==> src/rtl/frame_scheduler.sv <==
// frame_scheduler: frame-level sequencer between pixel_iterator and the RGB
// sources. On each frame edge (vs entering VS_ACTIVE) it issues one
// game-update request and times it against TIMEOUT_CYCLES. An update that
// times out or is still pending at the next frame edge is flagged as an
// overrun. It also re-latches the RGB source select only at frame edges.
//
// Ports:
//   clk_rgb    in   pixel clock (only clock)
//   rst_n      in   synchronous reset, active low
//   ce         in   clock enable; when low, FSM, counters and vs history hold
//   vs         in   vertical sync
//   src_sel_in in   raw (asynchronous) source request
//   upd_done   in   game logic finished the update (only observed in WAIT)
//   upd_start  out  1-cycle pulse, one cycle after the frame edge
//   upd_busy   out  high from upd_start until done or timeout
//   src_sel    out  frame-stable source select
//   frame_cnt  out  frames seen since reset (wraps)
//   overrun    out  sticky update-overrun flag
//   skip_cnt   out  dropped updates, saturating at 255
module frame_scheduler #(
  parameter logic        VS_ACTIVE      = 1'b1,
  parameter int unsigned TIMEOUT_CYCLES = 30000,
  parameter int unsigned FRAME_W        = 16,
  parameter int unsigned SRC_W          = 4
) (
  input  logic               clk_rgb,
  input  logic               rst_n,
  input  logic               ce,
  input  logic               vs,
  input  logic [SRC_W-1:0]   src_sel_in,
  input  logic               upd_done,
  output logic               upd_start,
  output logic               upd_busy,
  output logic [SRC_W-1:0]   src_sel,
  output logic [FRAME_W-1:0] frame_cnt,
  output logic               overrun,
  output logic [7:0]         skip_cnt
);

  localparam int unsigned TMR_W = $clog2(TIMEOUT_CYCLES + 1);
  localparam logic [TMR_W-1:0] TMR_LAST = TMR_W'(TIMEOUT_CYCLES - 1);

  typedef enum logic [1:0] {
    S_IDLE,
    S_START,
    S_WAIT
  } state_t;

  state_t             state_q,     state_d;
  logic [TMR_W-1:0]   timer_q,     timer_d;
  logic [FRAME_W-1:0] frame_cnt_q, frame_cnt_d;
  logic [SRC_W-1:0]   src_sel_q,   src_sel_d;
  logic [SRC_W-1:0]   sync1_q,     sync1_d;
  logic [SRC_W-1:0]   sync2_q,     sync2_d;
  logic               overrun_q,   overrun_d;
  logic [7:0]         skip_cnt_q,  skip_cnt_d;
  logic               vs_q,        vs_d;
  logic               frame_edge;

  always_comb begin
    state_d     = state_q;
    timer_d     = timer_q;
    frame_cnt_d = frame_cnt_q;
    src_sel_d   = src_sel_q;
    overrun_d   = overrun_q;
    skip_cnt_d  = skip_cnt_q;
    vs_d        = vs_q;
    // synchronizer is free-running, independent of ce
    sync1_d     = src_sel_in;
    sync2_d     = sync1_q;

    frame_edge = ce && (vs == VS_ACTIVE) && (vs_q != VS_ACTIVE);

    if (ce) begin
      vs_d = vs;
    end

    if (frame_edge) begin
      frame_cnt_d = frame_cnt_q + FRAME_W'(1);
      src_sel_d   = sync2_q;
    end

    if (ce) begin
      unique case (state_q)
        S_IDLE: begin
          if (frame_edge) state_d = S_START;
        end
        S_START: begin
          timer_d = '0;
          state_d = S_WAIT;
        end
        S_WAIT: begin
          // done has priority over both a frame edge and the timeout
          if (upd_done) begin
            state_d = frame_edge ? S_START : S_IDLE;
          end else if (frame_edge) begin
            overrun_d = 1'b1;
            if (skip_cnt_q != 8'hFF) skip_cnt_d = skip_cnt_q + 8'd1;
            state_d = S_START;
          end else if (timer_q == TMR_LAST) begin
            overrun_d = 1'b1;
            if (skip_cnt_q != 8'hFF) skip_cnt_d = skip_cnt_q + 8'd1;
            state_d = S_IDLE;
          end else begin
            timer_d = timer_q + TMR_W'(1);
          end
        end
        default: state_d = S_IDLE;
      endcase
    end
  end

  always_ff @(posedge clk_rgb) begin
    if (!rst_n) begin
      state_q     <= S_IDLE;
      timer_q     <= '0;
      frame_cnt_q <= '0;
      src_sel_q   <= '0;
      sync1_q     <= '0;
      sync2_q     <= '0;
      overrun_q   <= 1'b0;
      skip_cnt_q  <= '0;
      vs_q        <= ~VS_ACTIVE;
    end else begin
      state_q     <= state_d;
      timer_q     <= timer_d;
      frame_cnt_q <= frame_cnt_d;
      src_sel_q   <= src_sel_d;
      sync1_q     <= sync1_d;
      sync2_q     <= sync2_d;
      overrun_q   <= overrun_d;
      skip_cnt_q  <= skip_cnt_d;
      vs_q        <= vs_d;
    end
  end

  // START is held while ce is low, but the pulse is suppressed until ce returns
  assign upd_start = ce && (state_q == S_START);
  assign upd_busy  = (state_q != S_IDLE);
  assign src_sel   = src_sel_q;
  assign frame_cnt = frame_cnt_q;
  assign overrun   = overrun_q;
  assign skip_cnt  = skip_cnt_q;

endmodule

==> config.mk <==
export PLATFORM = sky130hd
export DESIGN_NAME = frame_scheduler
export DESIGN_NICKNAME = d
export VERILOG_FILES = /design/src/rtl/frame_scheduler.sv
export SDC_FILE = /design/constraint.sdc
export NUM_CORES = 1
export LEC_CHECK = 0
export CAP_MARGIN = 20
export CORE_ASPECT_RATIO = 1.2
export CORE_MARGIN = 2
export CORE_UTILIZATION = 52
export CTS_CLUSTER_DIAMETER = 120
export DETAILED_ROUTE_END_ITERATION = 16
export PLACE_DENSITY_LB_ADDON = 0.12
export SLEW_MARGIN = 20
export SYNTH_ARGS = -nofsm -noshare
export SYNTH_HDL_FRONTEND = slang
export SYNTH_SLANG_ARGS = --single-unit
==> constraint.sdc <==
create_clock -name clk_rgb -period 3.17 [get_ports clk_rgb]
set_input_delay 0.634 -clock clk_rgb [delete_from_list [all_inputs] [get_ports clk_rgb]]
set_output_delay 0.634 -clock clk_rgb [all_outputs]
set_load 0.01 [all_outputs]
==> metrics.yaml <==
power_w: 0.001244
fin_crit_sh: 0.8040
cts_buffers: 5
post-dp-hpwl_um: 3665
period_minus_slack_ns: 2.549
ios: 40
endpoint_kind: "output pin"
switchingPower_w: 0.0002719
clock-root-buffer: "clkbuf_8"
cp-start-kind: "input pin"
hold_viol_final: 0
seqPwrFrac: 0.568
clock_latency_ns: 0.31
synth-edff-count: 0
cp.required_ns: 2.54
n_antenna_cell: 0
irDropWorstVdd_mv: 0.2549
port_buffers: 39
clkSinkCount: 55
synth_ff_type: "dfxtp_1"
synth_top_cell_area_share: 0.4312
grt_max_degree: 25
std_cell_rows: 27
path_cells: "clkdlybuf4s50_1, nand3b_1, inv_1, clkdlybuf4s50_1"
place_inst: 377
finalSetupViolCount: 0
yosysUniqueCellTypes: 45
cts_max_level: 2
antenna_found_initial: 0
yosysTopAreaCell: "dfxtp_1"
syn_area_um2: 2554
synth_cells: 289
ctsResizeCount: 0
slew_viol_final: 0
clk_pin_slew_ns: 0.10
syn_avg_cell_area_um2: 8.836
first_pass_iters: 4
fin_util: 0.6653
drt-initial-drc-count: 132
yosysWarnings: 0
avgRoutedWirePerCell_um: 13.46
drc: 0
ant_nets: 0
vias_per_cell: 5.558
initial_utilization: 0.5478
die_area_um2: 5490
critPathBufInv: 3
switching_share: 0.2186
clockBufferDepth: 2
critPathMaxFanout: 4
place.gp.congestion: 0.8729
worst_path_largest_cell_delay_ns: 0.53
intPower_w: 0.0009720
grt_pass1_wl_um: 8818
grtUsageTotal: 0.2050
fmax_mhz: 392.4
synth_area_leaders: "dfxtp_1, and2_1, nand2_1, o21ai_0, nand4_1"
drive_above_1_share: 0.06422
clkPwrFrac: 0.377
drt-total-wl_um: 5182
dieWidth_um: 67.97
seq_area_frac_synth: 0.4312
dr_total_vias: 2140
status: "finished clean"
worstMarginPinSlew_ns: 0.5452
layout.cells.non_filler: 385
crit_top_cell: "clkdlybuf4s50_1"
synth_nets: 301
rsz0062_at_grt: "false"
ys_seq_elements: 55
critical-path-top-delay-family: "buffers and inverters"
core_area_um2: 4662
postCtsSetupRepairBufs: 0
arrival_ns: 1.91
path_class: "input pin to output pin"
setup_tns_ns: 0
synth-async-reset-ratio: 0
slowest_stage: "clkdlybuf4s50_1"
max-cap-violations: 0
die_height_um: 80.77
hold_buffers: 0
skew_ns: 0.007496
reg2reg_slack_ns: 1.03
comb_power_share: 0.054
final_nets: 338
hp-class: "flop to flop"
overflow: 0
first_global_vias: 1980
syn_to_final_growth_pct: 21.46
p_per_area_nw_per_um2: 401.0
cts_tree: "yes"
p_leak_nw: 1.129
maxSlewHeadroom: 0.6355
path summary, 6_finish.rpt:
check | startpoint | to | cells after the start
worst min register to register | sync1_q[3] | sync2_q[3] | 1
worst min-delay path | sync1_q[3] | sync2_q[3] | 1
worst max register to register | timer_q[0] | timer_q[10] | 5
worst max-delay path | ce | upd_start | 4
routing by layer:
metal | global-route usage | share of wire
met5 | 0 | 0
met2 | 0.3243 | 0.46
met3 | 0.05540 | 0.048
met4 | 0.06400 | 0.012
met1 | 0.2710 | 0.48
stage by stage:
step | setup WS, ns | instance area [um^2] | hold slack, ns
4_1_cts | 0.6329 | 3102 | 0.4454
6_report | 0.6213 | 3102 | 0.4430
2_1_floorplan | 1.341 | 2554 | 0.4119
3_5_place_dp | 0.6186 | 2987 | 0.4199
5_1_grt | 0.5265 | 3102 | 0.4728
3_3_place_gp | 0.6657 | 2987 | 0.4132
power by group through the flow:
| stage | combinational [W] | sequential, W | clock [W] |
|---|---|---|---|
| floorplan | 0.0000415 | 0.000722 | 0 |
| global placement | 0.0000667 | 0.000723 | 0 |
| detailed placement | 0.0000677 | 0.000723 | 0 |
| CTS | 0.0000679 | 0.000707 | 0.000485 |
| global route | 0.0000755 | 0.000709 | 0.000507 |
| finish | 0.0000676 | 0.000707 | 0.000469 |
layout by cell type, fill, tap and decap left out, drive strengths merged, types with 3 or more instances in the layout:
| master | instances |
|---|---|
| nand2 | 37 |
| inv | 3 |
| ha | 3 |
| clkbuf | 5 |
| o31ai | 7 |
| nor4 | 3 |
| nand3 | 15 |
| nor3 | 6 |
| xnor2 | 7 |
| and3 | 4 |
| a21oi | 9 |
| nor2 | 10 |
| xor2 | 7 |
| dfxtp | 55 |
| buf | 4 |
| nand2b | 3 |
| mux2i | 4 |
| a31oi | 5 |
| o41ai | 3 |
| nor2b | 5 |
| a21boi | 8 |
| and2 | 26 |
| and4b | 3 |
| or3 | 3 |
| o21ai | 22 |
| clkdlybuf4s50 | 39 |
| nand4 | 13 |
sequential cells by signal, summed over array words and instances, names as in the netlist:
register,cells
frame_cnt,16
timer_q,15
skip_cnt,8
src_sel,4
sync1_q,4
sync2_q,4
state_q,2
overrun,1
vs_q,1
synthesized netlist by cell type (8+ instances only):
library cell,number
clkbuf_1,8
o21ai_0,22
nand3_1,13
nor2_1,9
dfxtp_1,55
and2_1,25
a21oi_1,8
nand2_1,37
nand4_1,13
a21boi_0,8
worst reg2reg max path, cell delays in order (launching register included):
cell and delay (ns):
dfxtp_1 0.35, ha_1 0.25, and3_1 0.23, nand4_1 0.38
nand3_1 0.39, o41ai_1 0.44
cell families after synthesis:
logic type,share of synthesized area
AOI/OAI and AO/OA,0.1529
xor gates and xnor gates,0.04802
adders and majority gates,0.01470
buffers and inverters,0.02646
DFF,0.4312
muxes,0.01568
and+or+nand+nor,0.3111
layout make-up:
type / count / area [um^2]
clock inverter: 3 / 46.29
multi-input combinational: 219 / 1385
clock buffer: 5 / 68.82
tap: 58 / 72.57
sequential: 55 / 1101
inverter: 2 / 7.507
fill: 409 / 1560
timing repair buffer: 43 / 420.4
Power figures use the tool's default switching activity.
==> edit 1, RTL diff (same settings) <==
The 3 states of `state_t` get a one-hot encoding in 3 bits.
--- a/src/rtl/frame_scheduler.sv
+++ b/src/rtl/frame_scheduler.sv
@@ -40,10 +40,10 @@
   localparam int unsigned TMR_W = $clog2(TIMEOUT_CYCLES + 1);
   localparam logic [TMR_W-1:0] TMR_LAST = TMR_W'(TIMEOUT_CYCLES - 1);
 
-  typedef enum logic [1:0] {
-    S_IDLE,
-    S_START,
-    S_WAIT
+  typedef enum logic [2:0] {
+    S_IDLE  = 3'b001,
+    S_START = 3'b010,
+    S_WAIT  = 3'b100
   } state_t;
 
   state_t             state_q,     state_d;
Function: no difference found for any inputs over 10 cycles, from zero or initial values and one cycle with rst_n low; not proved beyond that.
==> edit 1 against the original RTL <==
Cell area fell by 4.0%. Highest routed layer unchanged. Sequential share of layout area rose by 2.1 points. Count of clock-buffer cells in the layout up 1. Die area fell by 4.1%. Power decreased by 3.1%. Synthesized area fell by 4.3%. Sequential cell count rose by 1. Worst setup slack lost 200 ps. Sequential power grew 2%. Routed wire length decreased by 7.4%. Via count decreased by 2.0%. Clock power decreased by 10%. Synthesized cell count decreased by 3.8%. Global-route usage shrank 0.87 points.
==> edit 1: results (changes against the original RTL) <==
[placement]
dpl.hpwl_mm=3.44  ; -6.3%
gp_congestion=0.784  ; -10%
io_buffers=39  ; unchanged

[outcome]
status=complete, no violations

[logic_synthesis]
ys_top_cells_by_count=dfxtp_1, nand2_1, nor2_1
synth_cell_types=41  ; -8.9%
async_flop_share=0  ; unchanged
synth_nets=290  ; -3.7%
yosysSeqAreaShare=0.459  ; +0.0276
yosys_warnings=0  ; unchanged
synth.area.top_cells=dfxtp_1, a21oi_1, nand2_1, nor2_1, xor2_1

[detailed_routing]
vias=2098  ; -2.0%
drt_iter0_markers=117  ; -11%
totalWireLength_mm=4.80  ; -7.4%

[worst_setup_path]
rrSetupSlack_ps=960  ; -70 ps
r2r_end=timer_q[8]
cp_max_fo=8  ; +4
timing.rr.start=state_q[2]
max_stage_delay_ps=590  ; +60 ps
critical_path_arrival_ps=2110  ; +200 ps

[worst_hold_path]
hold_depth=2  ; +1
min_from=sync2_q[0]
min_to=src_sel[0]

[timing]
finalClockSkew_ps=6.92  ; -0.580 ps
max_slew_margin=0.570  ; -0.0650

[clocking]
cts.clk_slew.worst_paths_ps=100  ; about the same
cts.repair.resized=0  ; unchanged
cts_buffers=5  ; unchanged
clockRootBuffer=clkbuf_8
ctsHtreeMaxLevel=2  ; unchanged

[global_routing]
track_usage=0.196  ; -0.00869
grt_max_degree=29  ; +16%
grtUsageMet3=0.0340  ; -0.0214
first_global_vias=1852  ; -6.5%
grt_util_met1=0.238  ; -0.0329
met2_usage=0.347  ; +0.0227
grt_pass1_wl_mm=8.19  ; -7.1%

[final_layout]
fill_cells=395  ; -3.4%
diodes=0  ; unchanged
nNetsFinal=328  ; -3.0%
drive_gt1_frac=0.0568  ; -0.00744

[power]
power_leakage_uw=0.00101  ; -11%
vdd.ir_drop.worst_mv=0.340  ; +33%

edit 1: kinds of logic (layout without fill, tap and decap cells):
family                     Yosys count  count (layout)  share of synthesized area
buffers and inverters               12              51                     0.0195
muxes                                2               2                    0.00819
adders and majority gates            3               3                     0.0154
AOI/OAI and AO/OA                   52              52                      0.127
xor gates and xnor gates            18              18                     0.0645
DFF                                 56              56                      0.459
and+or+nand+nor                    135             135                      0.307
edit 1: worst reg2reg max path: cells and delay by family, from the launching register on:
kind | cells | cell delay [ps]
AO/OA/AOI/OAI | 2 | 430
flip-flops | 1 | 430
AND/OR/NAND/NOR | 3 | 1280
edit 1: cell type report:
class	instances	share of cell area
sequential	56	0.376
inverter	3	0.00378
clock inverter	2	0.00588
timing repair buffer	40	0.134
clock buffer	6	0.0277
multi-input combinational	210	0.428
tap	58	0.0244
edit 1: per-layer routing:
metal / vias to the layer above / part of all wire / wire [um]
met1: 991 / 0.44 / 2090
met4: 0 / 0.018 / 86
li1: 1066 / - / -
met2: 34 / 0.52 / 2500
met3: 7 / 0.025 / 121
met5: - / 0 / 0
edit 1: worst max-delay path by stage:
| stage | end | cells after the start | startpoint |
|---|---|---|---|
| after floorplan | timer_q[10] | 6 | upd_done |
| after global placement | timer_q[12] | 6 | upd_done |
| after detailed placement | timer_q[12] | 6 | upd_done |
| after CTS | upd_start | 3 | ce |
| after global routing | upd_start | 3 | ce |
| final | upd_start | 3 | ce |
edit 1: power by group:
part	switching (uW)	total [uW]	internal [uW]
clock	238	421	183
sequential	9.07	722	713
combinational	31.6	62.2	30.7
edit 1: metrics by stage:
step / cell area (um2) / total power (uW) / worst slack, ps / std cells / hold WS, ps
finish: 2980 / 1210 / 423 / 375 / 441
global route: 2980 / 1250 / 346 / 375 / 452
CTS: 2980 / 1220 / 412 / 375 / 444
detailed placement: 2880 / 802 / 354 / 367 / 422
global placement: 2880 / 800 / 384 / 367 / 414
floorplan: 2440 / 772 / 1050 / 278 / 412
==> edit 2, RTL diff (same settings) <==
Without the edit above. The parameter `SRC_W` goes from 4 to 6.
--- a/src/rtl/frame_scheduler.sv
+++ b/src/rtl/frame_scheduler.sv
@@ -21,7 +21,7 @@
   parameter logic        VS_ACTIVE      = 1'b1,
   parameter int unsigned TIMEOUT_CYCLES = 30000,
   parameter int unsigned FRAME_W        = 16,
-  parameter int unsigned SRC_W          = 4
+  parameter int unsigned SRC_W          = 6
 ) (
   input  logic               clk_rgb,
   input  logic               rst_n,
Ports: changed (resized src_sel and src_sel_in); port bits go from 40 to 44. No check against the original RTL was run, so the function may have changed too.
==> edit 2 against the original RTL <==
Combinational power is 18% higher. Largest cell class unchanged. Synthesized cell count is 2.8% higher. Synthesized area is 4.4% higher. Sequential cell count is 6 higher. Critical path type unchanged. Cell area is 9.0% higher. Power is 32% higher. Worst setup slack worse by 91 ps. Global-route usage is 0.095 points higher. Routed wire length is 7.6% higher.
==> edit 2: results (changes against the original RTL) <==
[outcome]
status=complete, no violations

[worst_setup_path]
critical_path_arrival_ps=2010  ; +100 ps
crit_slowest_cell=clkdlybuf4s50_1
cp_max_fo=5  ; +1
reg2regPathDepth=6  ; +1
max_stage_delay_ps=550  ; +20 ps

[logic_synthesis]
async_flop_share=0  ; unchanged
ys_top_cells_by_count=dfxtp_1, nand2_1, nor2_1
synth.area.top_cells=dfxtp_1, nand2_1, nor2_1, and2_1, a21oi_1
synth_nets=311  ; +3.3%
synth_cell_types=50  ; +11%
yosys_warnings=0  ; unchanged
yosysSeqAreaShare=0.458  ; +0.0268

[clocking]
postCtsSetupBuffers=0  ; unchanged
clockRootBuffer=clkbuf_8
cts.clk_slew.worst_paths_ps=60  ; -40 ps
worstSkewPairLatency_ps=340  ; +30 ps
cts.repair.resized=0  ; unchanged
ctsHtreeMaxLevel=3  ; +1
cts_buffers=9  ; +4

[global_routing]
grt_pass1_wl_mm=9.37  ; +6.3%
track_usage=0.206  ; +0.000950
first_global_vias=2188  ; +11%
grt_max_degree=37  ; +48%

[placement]
gp_congestion=0.812  ; -7.0%
dpl.hpwl_mm=3.80  ; +3.6%
io_buffers=43  ; +10%
dpl-instance-area_um2=3150  ; +5.6%

[detailed_routing]
drt_iter0_markers=120  ; -9.1%
ant_nets=0  ; unchanged
wl_met3_um=251  ; +0.80%
post_drt_via_cell_ratio=5.52  ; -0.74%
wirelength_met1_mm=2.52  ; +1.7%
met2RoutedLength_mm=2.69  ; +12%
routedWlPerCell_um=13.6  ; +1.1%
top_layer_used=met4

[power]
vdd.ir_drop.worst_mv=0.318  ; +25%
power_leakage_uw=0.00123  ; +9.1%

[worst_hold_path]
hold_depth=1  ; unchanged
worstHoldPathType=reg -> reg

[final_layout]
largest_reg_flops=16  ; unchanged
drive_gt1_frac=0.0886  ; +0.0244
nNetsFinal=359  ; +6.2%
fill_cells=384  ; -6.1%
utilization=0.684  ; +0.0191

[timing]
finalClockSkew_ps=9.83  ; +2.33 ps
tightestPinTransition_ps=644  ; +98.7 ps

==> edit 2: power by group <==
group          internal (uW)  switching [uW]
Sequential               779            6.80
Clock                    486             292
Combinational           38.6            40.9
==> edit 2: per-stage QoR <==
stage | setup WS [ps] | cells
floorplan | 1270 | 297
global placement | 552 | 394
detailed placement | 538 | 394
CTS | 536 | 410
global route | 498 | 410
finish | 530 | 410
==> edit 2: final timing paths <==
| path | start | endpoint | slack (ps) |
|---|---|---|---|
| max | ce | upd_start | 530 |
| min | sync1_q[3] | sync2_q[3] | 430 |
| max reg2reg | timer_q[0] | timer_q[6] | 860 |
| min reg2reg | sync1_q[3] | sync2_q[3] | 430 |
==> edit 2: cell families (layout without fill, tap and decap cells) <==
logic type / Yosys count / count (layout) / synth area share
compound gates: 58 / 58 / 0.152
simple gates: 138 / 138 / 0.275
buf+inv: 16 / 69 / 0.0291
fa+ha+maj: 3 / 3 / 0.0141
flops: 61 / 61 / 0.458
xor+xnor: 16 / 16 / 0.0526
mux: 5 / 5 / 0.0192
==> edit 2: per-layer routing <==
layer / global-route usage / vias up
li1: - / 1150
met1: 0.231 / 1048
met2: 0.359 / 55
met3: 0.0461 / 9
met4: 0.131 / 0
met5: 0 / -
==> edit 2: layout make-up <==
type                    instances  area share
clock buffers                  13      0.0470
clock inverters                 3      0.0200
flip-flops and latches         61       0.361
well taps                      60      0.0222
repair buffers                 49       0.141
multi-input cells             220       0.405
inverters                       4     0.00444
==> edit 2: critical path: cells and delay by family <==
family	cells	cell delay [ps]
buffers and inverters	3	1210
and+or+nand+nor	1	160
